**src/rtl/xbar_rr_nxm_pkg.sv**
```systemverilog
// ---------------------------------------------------------------------------
// xbar_rr_nxm_pkg
// Shared router package: mesh port-index constants, the default flit width
// and a small round-robin helper used by the crossbar arbiters.
// ---------------------------------------------------------------------------
package xbar_rr_nxm_pkg;

    // Mesh router port indices, shared by every router block
    localparam int LOCAL = 0;
    localparam int NORTH = 1;
    localparam int EAST  = 2;
    localparam int SOUTH = 3;
    localparam int WEST  = 4;

    // Default flit width for the router datapath
    localparam int FLIT_WIDTH = 8;

    // Index following idx in a ring of n entries
    function automatic int rrNext(input int idx, input int n);
        return (idx + 1 >= n) ? 0 : idx + 1;
    endfunction

endpackage

```
**src/rtl/xbar_rr_nxm_arbiter.sv**
```systemverilog
// ---------------------------------------------------------------------------
// rr_arbiter
// Round-robin arbiter with a rotating priority pointer. The search for a
// requester starts at the pointer and wraps modulo N; the pointer moves to
// one past the winner, and only when the arbiter is enabled and somebody
// requested.
//
// Ports:
//   clk_i   in   1       clock, rising edge
//   rst_i   in   1       synchronous active-high reset (pointer -> 0)
//   en_i    in   1       arbitration enable; no grant when low
//   req_i   in   N       request vector
//   gnt_o   out  N       one-hot grant (combinational)
//   idx_o   out  IDX_W   binary index of the granted requester
// ---------------------------------------------------------------------------
module rr_arbiter
    import xbar_rr_nxm_pkg::*;
#(
    parameter  int N     = 5,
    localparam int IDX_W = (N > 1) ? $clog2(N) : 1
) (
    input  logic             clk_i,
    input  logic             rst_i,
    input  logic             en_i,
    input  logic [N-1:0]     req_i,
    output logic [N-1:0]     gnt_o,
    output logic [IDX_W-1:0] idx_o
);

    logic [IDX_W-1:0] ptr_q;
    logic [IDX_W-1:0] ptr_d;
    logic             found;
    int               cand;

    // Walk the requesters starting at the pointer, wrapping around the ring,
    // and grant the first one found. Nothing is granted while disabled so a
    // full output never steals a flit from its input.
    always_comb begin
        gnt_o = '0;
        idx_o = '0;
        found = 1'b0;
        cand  = 0;
        for (int k = 0; k < N; k++) begin
            cand = int'(ptr_q) + k;
            if (cand >= N) begin
                cand = cand - N;
            end
            if (en_i && !found && req_i[cand]) begin
                found       = 1'b1;
                gnt_o[cand] = 1'b1;
                idx_o       = IDX_W'(cand);
            end
        end
    end

    // The pointer advances past the winner only on an actual grant, so an
    // idle or blocked output keeps its place in the rotation.
    always_comb begin
        ptr_d = ptr_q;
        if (en_i && |req_i) begin
            ptr_d = IDX_W'(rrNext(int'(idx_o), N));
        end
    end

    // Pointer register with synchronous reset back to requester 0
    always_ff @(posedge clk_i) begin
        if (rst_i) begin
            ptr_q <= '0;
        end else begin
            ptr_q <= ptr_d;
        end
    end

endmodule

```
**src/rtl/xbar_rr_nxm.sv**
```systemverilog
// ---------------------------------------------------------------------------
// xbar_rr_nxm
// N-input, M-output crossbar for the mesh router datapath. Each output has
// its own round-robin arbiter and registered output stage, so several flits
// can cross per cycle. Flits carry their destination index; flits with an
// out-of-range destination are accepted, discarded and flagged on err_o.
//
// Ports:
//   clk_i       in   1                  clock, rising edge
//   rst_i       in   1                  synchronous active-high reset
//   in_data_i   in   IN_N*DATA_WIDTH    input flits, port i at slice i
//   in_dst_i    in   IN_N*DST_W         destination output index per input
//   in_vld_i    in   IN_N               input flit valid
//   in_rdy_o    out  IN_N               input flit accepted (combinational)
//   out_data_o  out  OUT_N*DATA_WIDTH   registered output flits
//   out_src_o   out  OUT_N*SRC_W        registered source input index
//   out_vld_o   out  OUT_N              output flit valid
//   out_rdy_i   in   OUT_N              downstream accepts output flit
//   err_o       out  1                  pulse: flit dropped, illegal dest
// ---------------------------------------------------------------------------
module xbar_rr_nxm
    import xbar_rr_nxm_pkg::*;
#(
    parameter  int DATA_WIDTH = FLIT_WIDTH,
    parameter  int IN_N       = 5,
    parameter  int OUT_N      = 5,
    localparam int DST_W      = $clog2(OUT_N),
    localparam int SRC_W      = $clog2(IN_N)
) (
    input  logic                        clk_i,
    input  logic                        rst_i,
    input  logic [IN_N*DATA_WIDTH-1:0]  in_data_i,
    input  logic [IN_N*DST_W-1:0]       in_dst_i,
    input  logic [IN_N-1:0]             in_vld_i,
    output logic [IN_N-1:0]             in_rdy_o,
    output logic [OUT_N*DATA_WIDTH-1:0] out_data_o,
    output logic [OUT_N*SRC_W-1:0]      out_src_o,
    output logic [OUT_N-1:0]            out_vld_o,
    input  logic [OUT_N-1:0]            out_rdy_i,
    output logic                        err_o
);

    logic [IN_N-1:0]       reqMat [OUT_N];
    logic [IN_N-1:0]       gntMat [OUT_N];
    logic [SRC_W-1:0]      gntIdx [OUT_N];
    logic [OUT_N-1:0]      canLoad;
    logic [IN_N-1:0]       columnReq;
    logic [IN_N-1:0]       columnGnt;
    logic [IN_N-1:0]       illegal;

    logic [DATA_WIDTH-1:0] outData_q [OUT_N];
    logic [DATA_WIDTH-1:0] outData_d [OUT_N];
    logic [SRC_W-1:0]      outSrc_q  [OUT_N];
    logic [SRC_W-1:0]      outSrc_d  [OUT_N];
    logic [OUT_N-1:0]      outVld_q;
    logic [OUT_N-1:0]      outVld_d;
    logic                  err_q;
    logic                  err_d;

    // Request matrix: row j collects every valid input addressed to output j.
    // An output can take a new flit when it is empty or being drained now.
    always_comb begin
        for (int j = 0; j < OUT_N; j++) begin
            reqMat[j] = '0;
            for (int i = 0; i < IN_N; i++) begin
                reqMat[j][i] = in_vld_i[i] &&
                               (in_dst_i[i*DST_W +: DST_W] == DST_W'(j));
            end
            canLoad[j] = !outVld_q[j] || out_rdy_i[j];
        end
    end

    // One arbiter per output; enabling it with canLoad keeps a blocked output
    // from granting and from moving its pointer.
    for (genvar j = 0; j < OUT_N; j++) begin : genArb
        rr_arbiter #(
            .N(IN_N)
        ) uArb (
            .clk_i (clk_i),
            .rst_i (rst_i),
            .en_i  (canLoad[j]),
            .req_i (reqMat[j]),
            .gnt_o (gntMat[j]),
            .idx_o (gntIdx[j])
        );
    end

    // Input side: a valid input that matches no output row has an illegal
    // destination and is swallowed immediately. Since each input addresses a
    // single output, OR-ing the grant columns gives its ready directly.
    always_comb begin
        columnReq = '0;
        columnGnt = '0;
        for (int j = 0; j < OUT_N; j++) begin
            columnReq = columnReq | reqMat[j];
            columnGnt = columnGnt | gntMat[j];
        end
        illegal  = in_vld_i & ~columnReq;
        in_rdy_o = (rst_i) ? '0 : (illegal | columnGnt);
    end

    // Output stage next state: a grant loads the winner's flit and source;
    // otherwise a drained flit clears valid while data and source hold.
    always_comb begin
        err_d = |illegal;
        for (int j = 0; j < OUT_N; j++) begin
            outData_d[j] = outData_q[j];
            outSrc_d[j]  = outSrc_q[j];
            outVld_d[j]  = outVld_q[j] && !out_rdy_i[j];
            if (|gntMat[j]) begin
                outData_d[j] = in_data_i[int'(gntIdx[j])*DATA_WIDTH +: DATA_WIDTH];
                outSrc_d[j]  = gntIdx[j];
                outVld_d[j]  = 1'b1;
            end
        end
    end

    // Output registers and error flag, all cleared by reset
    always_ff @(posedge clk_i) begin
        if (rst_i) begin
            for (int j = 0; j < OUT_N; j++) begin
                outData_q[j] <= '0;
                outSrc_q[j]  <= '0;
            end
            outVld_q <= '0;
            err_q    <= 1'b0;
        end else begin
            for (int j = 0; j < OUT_N; j++) begin
                outData_q[j] <= outData_d[j];
                outSrc_q[j]  <= outSrc_d[j];
            end
            outVld_q <= outVld_d;
            err_q    <= err_d;
        end
    end

    // Flatten the per-output registers onto the packed ports
    always_comb begin
        for (int j = 0; j < OUT_N; j++) begin
            out_data_o[j*DATA_WIDTH +: DATA_WIDTH] = outData_q[j];
            out_src_o[j*SRC_W +: SRC_W]            = outSrc_q[j];
        end
        out_vld_o = outVld_q;
        err_o     = err_q;
    end

endmodule

```
**config.mk**
```make
export PLATFORM = sky130hd
export DESIGN_NAME = xbar_rr_nxm
export DESIGN_NICKNAME = d
export VERILOG_FILES = /design/src/rtl/xbar_rr_nxm_pkg.sv /design/src/rtl/xbar_rr_nxm_arbiter.sv /design/src/rtl/xbar_rr_nxm.sv
export SDC_FILE = /design/constraint.sdc
export NUM_CORES = 1
export LEC_CHECK = 0
export CAP_MARGIN = 5
export CORE_ASPECT_RATIO = 0.7
export CORE_MARGIN = 1
export CORE_UTILIZATION = 30
export CTS_BUF_LIST = sky130_fd_sc_hd__clkbuf_4 sky130_fd_sc_hd__clkbuf_8 sky130_fd_sc_hd__clkbuf_16
export DETAILED_ROUTE_END_ITERATION = 10
export PLACE_DENSITY = 0.48
export SLEW_MARGIN = 20
export SYNTH_ARGS = -nofsm -noshare
export SYNTH_HDL_FRONTEND = slang
export SYNTH_HIERARCHICAL = 1
export SYNTH_SLANG_ARGS = --single-unit
```
**constraint.sdc**
```tcl
create_clock -name clk_i -period 6.25 [get_ports clk_i]
set_input_delay 1.25 -clock clk_i [delete_from_list [all_inputs] [get_ports clk_i]]
set_output_delay 1.25 -clock clk_i [all_outputs]
set_load 0.005 [all_outputs]
```
Yosys cells after proc, flatten, opt, wreduce, memory -nomap -nowiden
Memories as Yosys holds them, arrays and structs flattened.
Cells that the tools add are included.
{ "word_totals": {"reg_bits": 21, "ram_bits": 55, "input_bits": 67, "out_inout_bits": 66, "n_memories": 2} }
{ "classes": {"addsub": 50, "n_lt_le_gt_ge": 80, "eq_ne": 20, "shift": 5, "mux": 254, "bitwise": 41, "reduce_logical": 156} }
{ "mem_list": {"columns": ["name", "words", "word_bits", "read_ports", "rd_ports_with_merged_regs", "write_ports", "line_no", "text"], "rows": [
  ["outData_q", 5, 8, 5, 0, 5, "xbar_rr_nxm.sv:51", "logic [DATA_WIDTH-1:0] outData_q [OUT_N];"],
  ["outSrc_q", 5, 3, 5, 0, 5, "xbar_rr_nxm.sv:53", "logic [SRC_W-1:0] outSrc_q [OUT_N];"]
]} }
{ "op_table": {"columns": ["operator", "count"], "rows": [
  ["$ge 32x1->1 const B", 25],
  ["$lt 32x5->1 const B", 25],
  ["$mux 32", 25],
  ["$ge 32x4->1 const B", 20],
  ["$sub 32x4->32 const B", 20],
  ["$shiftx 40x7->8", 5],
  ["$or 5x5->5", 29],
  ["$mux 5", 26],
  ["$mux 3", 40],
  ["$logic_and 1x1->1", 105],
  ["$mux 1", 103],
  ["$mux 8", 10],
  ["$bmux 1 s3", 25],
  ["$demux 1 s3", 25],
  ["$reduce_or 5->1", 11],
  ["$add 3x1->4 const B", 10],
  ["$add 3x2->4 const B", 10],
  ["$eq 3x2->1 const B", 10],
  ["$logic_not 1->1", 30],
  ["$add 3x3->4 const B", 5],
  ["$ge 4x3->1 const B", 5],
  ["$sub 3x3->4 const B", 5],
  ["$eq 3x1->1 const B", 5],
  ["$eq 3x3->1 const B", 5],
  ["other kinds (6)", 27]
]} }

Depth between registers and ports, before layout
{ "logic_depth": {"depth_word": 29, "mapped_depth": 21, "ltp_nobuf": 17} }

Hierarchy
The synthesis kept the hierarchy.
{ "by_module_without_submodules": {"columns": ["mod", "n_inst", "cells_each", "area_per_inst_um2"], "rows": [
  ["rr_arbiter at genArb[1].uArb ...", 3, 263, 1889.3],
  ["xbar_rr_nxm", 1, 520, 4682.0],
  ["rr_arbiter at genArb[4].uArb", 1, 258, 1945.6],
  ["rr_arbiter at genArb[0].uArb", 1, 249, 1855.5]
]} }

Worst setup path before layout
No wires, ideal clock.
{ "synth_path": {"kind": "in2out", "start": "in in_dst_i[10]", "end": "out in_rdy_o[3]", "t_arrival_ns": 3.933, "setup_slack_ns": 1.067, "path_stages": 12, "path_buffers": 0, "path_cell_list": "nor4b_1 inv_1 a211oi_1 a2111oi_0 o41a_1 a21oi_4 nand3_4 or3_1 or3_1 o311ai_1 nor2_1 a31oi_1"} }
{ "synth_lines": {"columns": ["item", "line_no", "text"], "rows": [
  ["from (decl)", "xbar_rr_nxm.sv:33", "input logic [IN_N*DST_W-1:0] in_dst_i,"],
  ["to (decl)", "xbar_rr_nxm.sv:35", "output logic [IN_N-1:0] in_rdy_o,"]
]} }

==> results.yml <==
outcome:
  outcome: "completed"
setup_path:
  reg2reg_depth: 16
  reg2reg_from: "genArb[1].uArb/ptr_q[0]$_SDFFE_PP0P_"
  crit_top_cell: "buf_4"
  worst-path-buf-inv: 7
  crit_path_end_kind: "primary output"
  cpPeakStageDelay_ps: 420
  reg2reg_to: "outData_q[0][13]$_SDFFE_PP0P_"
  worstPathArrival_ps: 4910
  worst_ep_required_time_ps: 5000
  worstPathMaxFanout: 6
  crit_family: "buffers and inverters"
  ff2ff_setup_slack_ps: 1370
  cp_cell_sequence: "clkdlybuf4s50_1 -> nor4bb_1 -> buf_4 -> buf_4 -> nor2b_1 -> a221oi_2 -> nor2_2 -> o32a_1 -> nor4_4 -> buf_4 -> nand3b_4 -> or3b_4 -> buf_6 -> o31ai_4 -> nor3_2 -> buf_4 -> a31oi_4 -> buf_2"
  crit_path_start_kind: "primary input"
  path_class: "primary input to primary output"
  slowest_stage: "clkdlybuf4s50_1"
  crit_cells: 18
global_routing:
  gr-total-overflow: 0
  grt_first_pass_wirelength_um: 88290
  grt_pass1_vias: 14330
  grt_max_degree: 48
  grt_util_all_layers: 0.2368
  grt_antenna_before_repair: 0
drt:
  wl_um: 58200
  drc: 0
  vias: 15750
  drtAntennaViolNets: 0
  first_pass_iters: 6
  vias_per_cell: 5.835
  wire_per_inst_um: 21.56
  drtIter0Drc: 1601
timing:
  finalCriticalPeriod_ps: 6162
  fmax_mhz: 162.3
  setup_viol: 0
  worstMarginPinSlew_ps: 881.9
  slew-limit-headroom: 0.4059
  drv_slew: 0
  post-route-period-util: 0.9859
  rsz0062_at_grt: "yes"
  hold_viol_final: 0
  finalClockSkew_ps: 13.13
floorplanning:
  dieWidth_um: 261.6
  die_h_um: 183.7
  ios: 133
  rows: 66
  coreArea_um2: 46490
  initial_core_util: 0.3044
  fp.dieArea_um2: 48060
clock_tree:
  htreeDepth: 3
  ctsHoldBuffers: 0
  cts_buffer_depth: 2
  clk_pin_slew_ps: 60
  tritoncts: "done"
  clk_latency_ps: 370
  cts-root-buf: "clkbuf_16"
  cts.sinks: 76
  cts_made_buffers: 9
yosys:
  synth-compound-area-share: 0.3355
  synth_area_leaders: "dfxtp_1 (11%), mux2i_1 (8.3%), ha_1 (8.0%)"
  syn_nets: 1978
  synth_edf_count: 0
  synthMuxAreaShare: 0.1013
  synth.top_cell.area_share: 0.1075
  synth_top_family_by_area: "compound AO/OA/AOI/OAI gates"
  synth_xor_area_frac: 0.02794
  yosysWarningCount: 6
  yosys.area_share.simple: 0.2741
  ys_seq_area_frac: 0.1075
  async_flop_share: 0
  synth_seq_cells: 76
  synthesis.area_um2: 14150
  synth-main-ff-cell: "dfxtp_1"
  synth_cells: 1816
  yosys.area.top_type: "dfxtp_1"
  synth.distinct_cells: 120
  syn_avg_cell_area_um2: 7.792
  synth_fa_ha_area_frac: 0.08665
final_layout:
  area_growth_pct: 26.84
  final_core_util: 0.3861
  instances_no_fill: 2700
  diodes: 0
  nets: 2246
  drive_gt1_frac: 0.2136
place:
  gp_congestion: 0.9650
  dp_cells: 2675
  portBuffers: 132
  dp_hpwl_um: 46180
worst_hold_path:
  hold_end: "outSrc_q[0][10]$_SDFFE_PP0P_"
  hold_path_startpoint: "outSrc_q[0][10]$_SDFFE_PP0P_"
  hold_depth: 2
  hold_path_class: "register to register"
job:
  cap_violations: 0
-- what timing repair did --
item / in CTS / in global routing
gates cloned: 0 / 0
resized for setup: 43 / 50
setup buffers: 7 / 3
pin swaps: 17 / 17
setup endpoints to repair: 5 / 5
-- metal layers --
layer | global-route usage | share of wire
met1 | 0.3650 | 0.50
met2 | 0.3461 | 0.43
met3 | 0.02730 | 0.056
met4 | 0.04628 | 0.015
met5 | 0 | 0
-- registers in the layout, indices dropped and copies added (netlist names) --
name,cells
outData_q,40
genArb.uArb/ptr_q,15
outSrc_q,15
out_vld_o,5
err_o,1
-- stage by stage --
stage | instance area [um^2] | worst slack (ps) | hold WS, ps | setup TNS (ps)
after floorplan | 14150 | 1067 | 448.2 | 0
after global placement | 17190 | -446.8 | 440.8 | -1938
after detailed placement | 17200 | -464.6 | 446.3 | -1951
after CTS | 17740 | -12.88 | 456.9 | -12.88
after global routing | 17950 | -14.85 | 484.3 | -23.49
final | 17950 | 88.06 | 456.1 | 0
-- cell usage after synthesis, types with 9 or more instances --
cell type,count
a211o_1,15
a211oi_2,49
a21o_1,17
a21oi_1,73
a22oi_1,11
a31oi_1,23
a32o_1,12
and2_1,16
and3_1,18
buf_2,38
buf_4,11
buf_6,17
clkbuf_1,22
dfxtp_1,76
ha_1,90
inv_1,61
mux2i_1,117
nand2_1,147
nand2b_1,47
nand3_1,36
nand3b_1,55
nor2_1,145
nor2b_1,48
nor3_1,62
nor3b_1,13
nor4_1,13
nor4bb_1,10
o211ai_1,23
o21a_1,48
o21ai_0,101
o21ai_1,12
o221ai_1,12
o22a_1,42
o22ai_1,26
o32a_1,11
o32ai_1,12
or4_1,10
xnor2_1,23
xor2_1,9
-- layout by cell type (no fill, tap or decap), types with 9 or more instances in the layout --
cell / n
inv_1: 61
xnor2_1: 22
mux2i_2: 9
mux2i_1: 114
nor3b_1: 12
o21a_1: 48
nand2b_1: 47
buf_4: 227
xor2_1: 9
nand3_1: 36
o221ai_1: 9
clkdlybuf4s50_1: 118
and2_1: 16
nand2_1: 147
a211oi_2: 49
o211ai_1: 23
nand3b_1: 55
o21ai_1: 16
nor2b_1: 47
nor2_1: 144
o22a_1: 42
nor3_1: 53
o32a_1: 11
a211o_1: 15
a21oi_1: 73
and3_1: 18
dfxtp_1: 76
a31oi_1: 19
a32o_1: 12
or4_1: 9
nor4_1: 13
o21ai_0: 92
o22ai_1: 25
o32ai_1: 11
a22oi_1: 11
ha_1: 87
clkbuf_16: 9
a21o_1: 17
-- how the worst max path moves through the flow --
stage	startpoint	to	slack [ps]
final	in_dst_i[1]	in_rdy_o[2]	90
after global routing	in_dst_i[1]	in_rdy_o[2]	-10
after CTS	in_dst_i[2]	in_rdy_o[4]	-10
after detailed placement	in_dst_i[2]	in_rdy_o[2]	-460
after global placement	in_dst_i[2]	in_rdy_o[2]	-450
after floorplan	in_dst_i[10]	in_rdy_o[3]	1070
-- worst min-delay path, stage by stage (launching register included) --
cell and delay, ps:
dfxtp_1 310, nand2_1 50, a21oi_1 50
-- logic make-up after synthesis --
kind of cell,count (synthesis)
AO/OA/AOI/OAI,601
flip-flops,76
XOR/XNOR,37
AND/OR/NAND/NOR,698
adder cells (fa/ha/maj),95
multiplexers,137
buffers and inverters,172
-- area by class of cell --
cell class / count / area (um^2)
Sequential cell: 76 / 1521
Multi-Input combinational cell: 1568 / 12030
Clock buffer: 9 / 225.2
Fill cell: 4807 / 28540
Timing Repair Buffer: 360 / 3037
Tap cell: 612 / 765.7
Clock inverter: 6 / 112.6
Inverter: 69 / 262.8
Power is not shown: default switching activity piles up to over one toggle a cycle in this logic, so the estimate is an artifact.
